[src/rtl/hazard_sequencer_pkg.sv]
// Shared pipeline definitions for the hazard sequencer: state encoding, result-select codes
// and the stall/flush control bundle.
package hazard_sequencer_pkg;

   localparam int unsigned REG_ADDR_W   = 5;
   localparam int unsigned RESULT_SRC_W = 3;

   localparam logic [RESULT_SRC_W-1:0] RESULT_SRC_LOAD = 3'b001;

   typedef enum logic [1:0] {
      StRun     = 2'd0,
      StMemWait = 2'd1,
      StErr     = 2'd2
   } hs_state_e;

   typedef struct packed {
      logic stall_f;
      logic stall_d;
      logic stall_e;
      logic stall_m;
      logic flush_d;
      logic flush_e;
   } hs_ctrl_t;

   localparam hs_ctrl_t CTRL_NONE      = '0;
   localparam hs_ctrl_t CTRL_STALL_ALL = '{stall_f: 1'b1, stall_d: 1'b1, stall_e: 1'b1,
                                           stall_m: 1'b1, flush_d: 1'b0, flush_e: 1'b0};

   function automatic logic load_use(input logic [REG_ADDR_W-1:0]   rs1_addr,
                                     input logic [REG_ADDR_W-1:0]   rs2_addr,
                                     input logic [REG_ADDR_W-1:0]   rd_addr,
                                     input logic [RESULT_SRC_W-1:0] result_src);
      return (result_src == RESULT_SRC_LOAD) && (rd_addr != '0) &&
             ((rd_addr == rs1_addr) || (rd_addr == rs2_addr));
   endfunction

   // Control with no memory stall: a resolved branch squashes decode/execute and hides any
   // load-use hazard on the wrong-path instruction; otherwise a hazard inserts one bubble.
   function automatic hs_ctrl_t run_ctrl(input logic pc_src, input logic lu);
      hs_ctrl_t c;
      c = CTRL_NONE;
      if (pc_src) begin
         c.flush_d = 1'b1;
         c.flush_e = 1'b1;
      end else if (lu) begin
         c.stall_f = 1'b1;
         c.stall_d = 1'b1;
         c.flush_e = 1'b1;
      end
      return c;
   endfunction

endpackage

[src/rtl/hazard_sequencer_if.sv]
// Pipeline-side bundle of hazard inputs and stall/flush/status outputs.
interface hazard_sequencer_if
   import hazard_sequencer_pkg::*;
#(
   parameter int unsigned CNT_W = 32
);
   logic [REG_ADDR_W-1:0]   i_rs1_addrD;
   logic [REG_ADDR_W-1:0]   i_rs2_addrD;
   logic [REG_ADDR_W-1:0]   i_rd_addrE;
   logic [RESULT_SRC_W-1:0] i_result_srcE;
   logic                    i_pc_srcE;
   logic                    i_mem_req;
   logic                    i_mem_ready;

   logic                    o_stallF;
   logic                    o_stallD;
   logic                    o_stallE;
   logic                    o_stallM;
   logic                    o_flushD;
   logic                    o_flushE;
   logic                    o_err;
   logic [CNT_W-1:0]        o_stall_cycles;

   modport master (
      output i_rs1_addrD, i_rs2_addrD, i_rd_addrE, i_result_srcE, i_pc_srcE,
             i_mem_req, i_mem_ready,
      input  o_stallF, o_stallD, o_stallE, o_stallM, o_flushD, o_flushE, o_err,
             o_stall_cycles
   );

   modport slave (
      input  i_rs1_addrD, i_rs2_addrD, i_rd_addrE, i_result_srcE, i_pc_srcE,
             i_mem_req, i_mem_ready,
      output o_stallF, o_stallD, o_stallE, o_stallM, o_flushD, o_flushE, o_err,
             o_stall_cycles
   );

endinterface

[src/rtl/hazard_sat_counter.sv]
// Up-counter that sticks at all-ones instead of wrapping.
module hazard_sat_counter #(
   parameter int unsigned WIDTH = 32
) (
   input  logic             i_clk,
   input  logic             i_arst,
   input  logic             i_en,
   output logic [WIDTH-1:0] o_count
);

   logic [WIDTH-1:0] r_count_q;

   always_ff @(posedge i_clk or posedge i_arst) begin
      if (i_arst) begin
         r_count_q <= '0;
      end else if (i_en && (r_count_q != '1)) begin
         r_count_q <= r_count_q + WIDTH'(1);
      end
   end

   assign o_count = r_count_q;

endmodule

[src/rtl/hazard_sequencer.sv]
// Pipeline hazard sequencer: load-use bubbles, branch flushes, memory-wait stalls with a
// timeout into a sticky error state, and a saturating stall-cycle counter.
module hazard_sequencer
   import hazard_sequencer_pkg::*;
#(
   parameter int unsigned TIMEOUT_CYCLES = 256,
   parameter int unsigned CNT_W          = 32
) (
   input  logic               i_clk,
   input  logic               i_arst,
   hazard_sequencer_if.slave  bus
);

   localparam int unsigned TO_W = (TIMEOUT_CYCLES > 1) ? $clog2(TIMEOUT_CYCLES) : 1;
   localparam logic [TO_W-1:0] TO_LAST = TO_W'(TIMEOUT_CYCLES - 1);

   hs_state_e       r_state_q;
   hs_state_e       w_state_d;
   logic [TO_W-1:0] r_to_q;
   logic [TO_W-1:0] w_to_d;
   hs_ctrl_t        w_ctrl;
   hs_ctrl_t        w_ctrl_out;
   logic            w_lu;
   logic            w_ms;

   assign w_lu = load_use(bus.i_rs1_addrD, bus.i_rs2_addrD, bus.i_rd_addrE, bus.i_result_srcE);
   assign w_ms = bus.i_mem_req & ~bus.i_mem_ready;

   always_comb begin
      w_state_d = r_state_q;
      w_to_d    = r_to_q;
      w_ctrl    = CTRL_NONE;
      unique case (r_state_q)
         StRun: begin
            if (w_ms) begin
               w_ctrl    = CTRL_STALL_ALL;
               w_state_d = StMemWait;
               w_to_d    = '0;
            end else begin
               w_ctrl = run_ctrl(bus.i_pc_srcE, w_lu);
            end
         end
         StMemWait: begin
            if (!bus.i_mem_ready) begin
               w_ctrl = CTRL_STALL_ALL;
               if (r_to_q == TO_LAST) begin
                  w_state_d = StErr;
               end else begin
                  w_to_d = r_to_q + TO_W'(1);
               end
            end else begin
               // Completion cycle: the pipeline moves again, so hazards apply as in RUN.
               w_ctrl    = run_ctrl(bus.i_pc_srcE, w_lu);
               w_state_d = StRun;
            end
         end
         StErr: begin
            w_ctrl = CTRL_STALL_ALL;
         end
         default: begin
            w_state_d = StRun;
         end
      endcase
   end

   always_ff @(posedge i_clk or posedge i_arst) begin
      if (i_arst) begin
         r_state_q <= StRun;
         r_to_q    <= '0;
      end else begin
         r_state_q <= w_state_d;
         r_to_q    <= w_to_d;
      end
   end

   // Outputs are quiet for the whole reset assertion, not only after the first edge.
   assign w_ctrl_out = i_arst ? CTRL_NONE : w_ctrl;

   assign bus.o_stallF = w_ctrl_out.stall_f;
   assign bus.o_stallD = w_ctrl_out.stall_d;
   assign bus.o_stallE = w_ctrl_out.stall_e;
   assign bus.o_stallM = w_ctrl_out.stall_m;
   assign bus.o_flushD = w_ctrl_out.flush_d;
   assign bus.o_flushE = w_ctrl_out.flush_e;
   assign bus.o_err    = (r_state_q == StErr);

   hazard_sat_counter #(
      .WIDTH (CNT_W)
   ) u_stall_cnt (
      .i_clk   (i_clk),
      .i_arst  (i_arst),
      .i_en    (w_ctrl_out.stall_f),
      .o_count (bus.o_stall_cycles)
   );

endmodule

[src/flat_wrapper.sv]
// flat-port wrapper written by rule: the top's interface ports become plain ports
module hazard_sequencer_flat import hazard_sequencer_pkg::*;
#(
   parameter int unsigned TIMEOUT_CYCLES = 256,
   parameter int unsigned CNT_W          = 32
)
  (i_clk, i_arst, bus_i_rs1_addrD, bus_i_rs2_addrD, bus_i_rd_addrE, bus_i_result_srcE, bus_i_pc_srcE, bus_i_mem_req, bus_i_mem_ready, bus_o_stallF, bus_o_stallD, bus_o_stallE, bus_o_stallM, bus_o_flushD, bus_o_flushE, bus_o_err, bus_o_stall_cycles);
  hazard_sequencer_if #(.CNT_W(CNT_W)) bus_i ();
  input  logic i_clk;
  input  logic i_arst;
  input wire logic [$bits(bus_i.i_rs1_addrD)-1:0] bus_i_rs1_addrD;
  input wire logic [$bits(bus_i.i_rs2_addrD)-1:0] bus_i_rs2_addrD;
  input wire logic [$bits(bus_i.i_rd_addrE)-1:0] bus_i_rd_addrE;
  input wire logic [$bits(bus_i.i_result_srcE)-1:0] bus_i_result_srcE;
  input wire logic [$bits(bus_i.i_pc_srcE)-1:0] bus_i_pc_srcE;
  input wire logic [$bits(bus_i.i_mem_req)-1:0] bus_i_mem_req;
  input wire logic [$bits(bus_i.i_mem_ready)-1:0] bus_i_mem_ready;
  output wire logic [$bits(bus_i.o_stallF)-1:0] bus_o_stallF;
  output wire logic [$bits(bus_i.o_stallD)-1:0] bus_o_stallD;
  output wire logic [$bits(bus_i.o_stallE)-1:0] bus_o_stallE;
  output wire logic [$bits(bus_i.o_stallM)-1:0] bus_o_stallM;
  output wire logic [$bits(bus_i.o_flushD)-1:0] bus_o_flushD;
  output wire logic [$bits(bus_i.o_flushE)-1:0] bus_o_flushE;
  output wire logic [$bits(bus_i.o_err)-1:0] bus_o_err;
  output wire logic [$bits(bus_i.o_stall_cycles)-1:0] bus_o_stall_cycles;
  assign bus_i.i_rs1_addrD = bus_i_rs1_addrD;
  assign bus_i.i_rs2_addrD = bus_i_rs2_addrD;
  assign bus_i.i_rd_addrE = bus_i_rd_addrE;
  assign bus_i.i_result_srcE = bus_i_result_srcE;
  assign bus_i.i_pc_srcE = bus_i_pc_srcE;
  assign bus_i.i_mem_req = bus_i_mem_req;
  assign bus_i.i_mem_ready = bus_i_mem_ready;
  assign bus_o_stallF = bus_i.o_stallF;
  assign bus_o_stallD = bus_i.o_stallD;
  assign bus_o_stallE = bus_i.o_stallE;
  assign bus_o_stallM = bus_i.o_stallM;
  assign bus_o_flushD = bus_i.o_flushD;
  assign bus_o_flushE = bus_i.o_flushE;
  assign bus_o_err = bus_i.o_err;
  assign bus_o_stall_cycles = bus_i.o_stall_cycles;
  hazard_sequencer #(.TIMEOUT_CYCLES(TIMEOUT_CYCLES), .CNT_W(CNT_W)) u_core (.i_clk(i_clk), .i_arst(i_arst), .bus(bus_i));
endmodule
[config.mk]
export PLATFORM = sky130hd
export DESIGN_NAME = hazard_sequencer_flat
export DESIGN_NICKNAME = d
export VERILOG_FILES = /design/src/rtl/hazard_sequencer_pkg.sv /design/src/rtl/hazard_sequencer_if.sv /design/src/rtl/hazard_sat_counter.sv /design/src/rtl/hazard_sequencer.sv /design/src/flat_wrapper.sv
export SDC_FILE = /design/constraint.sdc
export NUM_CORES = 1
export LEC_CHECK = 0
export CORE_UTILIZATION = 32
export DETAILED_ROUTE_END_ITERATION = 10
export SYNTH_ARGS = -nofsm -noshare
export SYNTH_HDL_FRONTEND = slang
export SYNTH_SLANG_ARGS = --single-unit
[constraint.sdc]
create_clock -name i_clk -period 3.6 [get_ports i_clk]
set_input_delay 0.72 -clock i_clk [delete_from_list [all_inputs] [get_ports i_clk]]
set_output_delay 0.72 -clock i_clk [all_outputs]
set_load 0.05 [all_outputs]
==> key figures <==
Clock tree
  – Post-CTS Setup Inserts: 0
  – Clock latency on the worst-skew pair: approximately 290 ps
  – Resized Gates After CTS: 0
  – Clk root buf: clkbuf_8
  – Clk slew on worst S/H paths: 80 ps
  – Max Root-Sink Buffers: 2
  – H-Tree Depth: 2
  – Clk sink count: 42
  – CTS buffer count: 5
  – TritonCTS clock tree: built
  – Hold buffer count at cts: 0

Logic synthesis
  – Sequential area share after synthesis: between 40% and 50%
  – Post-synth top area share: roughly 46%
  – Synth cell types: 40
  – Mapped Nets: roughly 250
  – Yosys warns: 0
  – Synthesized cell area: around 2300 µm²
  – Cell count after synthesis: 220
  – Top cells by count, synth: dfrtp_1, xnor2_1, xor2_1
  – Cell taking the most area after synthesis: dfrtp_1
  – Asr flop ratio synth: 100%
  – Post-synth EDFFs: 0
  – Leading cell type by number of instances after synthesis: dfrtp_1
  – Dominant cells by area after synthesis: dfrtp_1, xnor2_1, xor2_1
  – Avg Cell Area, Syn: approximately 10 µm²
  – Flops & latches, synth: between 40 and 50
  – Main synth FF type: dfrtp_1

Floorplan
  – Total I/O pin count: 62
  – Die Span Y: 86.3 µm
  – Initial Utilization: roughly a third
  – Area of the core: around 7000 µm²
  – Die width: ~86 µm
  – Die Area: between 7000 and 8000 µm²
  – Num rows: 30

Power
  – Sw frac: a little under a third
  – Worst vdd ir: between 0.2 and 0.3 mV
  – P_leak: roughly 1.3 nW
  – Combinational fraction of design power: 22.9%
  – Clock share of power: between 20 and 30%
  – P_sw: about 0.35 mW
  – Sequential share of power: approximately half
  – Int Pwr: roughly 0.75 mW
  – Power per cell area: 359 nW/µm²

Detailed routing
  – Starting DRT DRC Count: 78
  – Drt pass-1 iters: 4
  – Via count: approximately 1.8k
  – Post-DRT Antenna Nets: 0
  – Via density: 4.82
  – Post-Route WL: about 5000 µm
  – Drc violations: 0
  – Post-DR wirelength/cell: approximately 13 µm

Setup path
  – Crit path capture type: output pin
  – Largest fanout on the critical path: 4
  – Worst setup path category: in2out
  – CP startpoint kind: primary input
  – Critical path data required time: 2880 ps
  – Arrival @ worst endpoint: between 2000 and 2500 ps

Hold path
  – Hold WC Path Type: reg2reg

GRT
  – Vias in the first global route: 1817
  – Gr usage total: around 14%
  – Largest net degree at the start of global routing: 43
  – First-pass GRT wire length: about 8300 µm
  – Total congestion overflow: 0
  – Initial antenna violation count: 0

Timing
  – Max-slew violation count: 0
  – Clock Skew: between 1.5 and 2 ps
  – RSZ-0062 raised after global routing: no
  – Worst-Margin Slew: slightly below 1000 ps
  – TNS Setup: 0 ps
  – Fin crit share: between 80% and 90%
  – Rel. slew slack: between 30% and 40%
  – Tmin final: approximately 3200 ps
  – Fmax: 314 MHz
  – Final Hold Fails: 0
  – Final setup vio count: 0

Run status
  – Status: finished clean

Flow run
  – Max Cap Viol: 0

Layout
  – Area delta synth->final: 35.2%
  – Fin nets: between 300 and 400
  – Final std cells w/o fill: approximately 380
  – Layout cells sized above 1: roughly 8.9%
  – ANT cells: 0

Placement
  – Gp weighted congestion: around 0.72
  – I/O Buffers: 61
  – Detailed placement HPWL: between 3000 and 4000 µm
  – Placed cells: 370
## metal layers
metal,wire (µm),vias to the layer above,GRT usage (%)
met5,0,-,0
li1,-,893,-
met3,306,5,3.52
met2,2260,45,23.0
met1,2390,880,18.3
met4,66,0,5.00
## flip-flops by register name (all words and copies together), names as in the netlist
register                    cells
u_core.r_state_q                2
u_core.r_to_q                   8
u_core.u_stall_cnt.o_count     32
## area by class of cell
| type | instances | area [µm²] |
|---|---|---|
| Clock buffer | 7 | 86.3 |
| Clock inverter | 1 | 5.00 |
| Fill cell | 685 | 3750 |
| Inverter | 7 | 26.3 |
| Multi-Input combinational cell | 161 | 1130 |
| Sequential cell | 42 | 1050 |
| Tap cell | 96 | 120 |
| Timing Repair Buffer | 64 | 661 |
## cell usage in the layout, fill, tap and decap left out, types with 2 or more instances in the layout
cell / count
and4_1: 4
buf_4: 4
ha_1: 2
xnor2_1: 23
nor3_1: 12
dfrtp_1: 42
nand4_1: 20
clkbuf_8: 6
nor2_1: 12
nor4_2: 4
o21ai_0: 2
buf_12: 3
nor2b_1: 2
clkdlybuf4s50_1: 57
inv_1: 7
and3_1: 10
xor2_1: 23
nand2_1: 19
a21oi_1: 2
o21a_1: 2
nand3_1: 6
## final timing paths
path                                                                  from                                         end  slack (ps)  depth (start not counted)
worst max-delay path                                       bus_i_mem_ready                                bus_o_stallE         420                          5
worst min-delay path             u_core.u_stall_cnt.o_count[8]$_DFFE_PP0P_   u_core.u_stall_cnt.o_count[8]$_DFFE_PP0P_         500                          1
worst max register to register  u_core.u_stall_cnt.o_count[20]$_DFFE_PP0P_   u_core.u_stall_cnt.o_count[1]$_DFFE_PP0P_        1390                          6
worst min register to register   u_core.u_stall_cnt.o_count[8]$_DFFE_PP0P_   u_core.u_stall_cnt.o_count[8]$_DFFE_PP0P_         500                          1
max in group asynchronous                                           i_arst  u_core.u_stall_cnt.o_count[12]$_DFFE_PP0P_        2320                          3
min in group asynchronous                                           i_arst                u_core.r_to_q[7]$_DFFE_PP0P_         920                          3
## metrics by stage
step | setup WS (ps) | hold WS (ps) | power (mW) | utilization [%] | instance area (µm²)
2_1_floorplan | 717 | 475 | 0.696 | - | 2280
3_3_place_gp | 429 | 484 | 0.802 | 43.7 | 2990
3_5_place_dp | 392 | 489 | 0.804 | 43.7 | 2990
4_1_cts | 395 | 501 | 1.12 | 45.0 | 3080
5_1_grt | 314 | 522 | 1.16 | 45.0 | 3080
6_report | 417 | 498 | 1.10 | 45.0 | 3080
## worst max-delay path, cell delays in order
cell             delay, ps
clkdlybuf4s50_1        510
o21ba_2                180
o21ai_1                220
inv_1                  120
clkdlybuf4s50_1        710
## power by group through the flow
stage	sequential [mW]	clock (mW)	combinational, mW
floorplan	0.609	0	0.0871
global placement	0.548	0	0.253
detailed placement	0.549	0	0.255
CTS	0.540	0.322	0.256
global route	0.545	0.344	0.273
finish	0.538	0.312	0.252
## logic make-up (layout without fill, tap and decap cells)
logic type	Yosys count	count (layout)	share of synthesized area (%)
AOI/OAI and AO/OA	15	15	5.72
DFF	42	42	46.2
adders and majority gates	2	2	1.10
muxes	1	1	0.495
buffers and inverters	17	79	4.29
xor gates and xnor gates	46	46	17.7
and+or+nand+nor	97	97	24.5
Power figures use the tool's default switching activity.
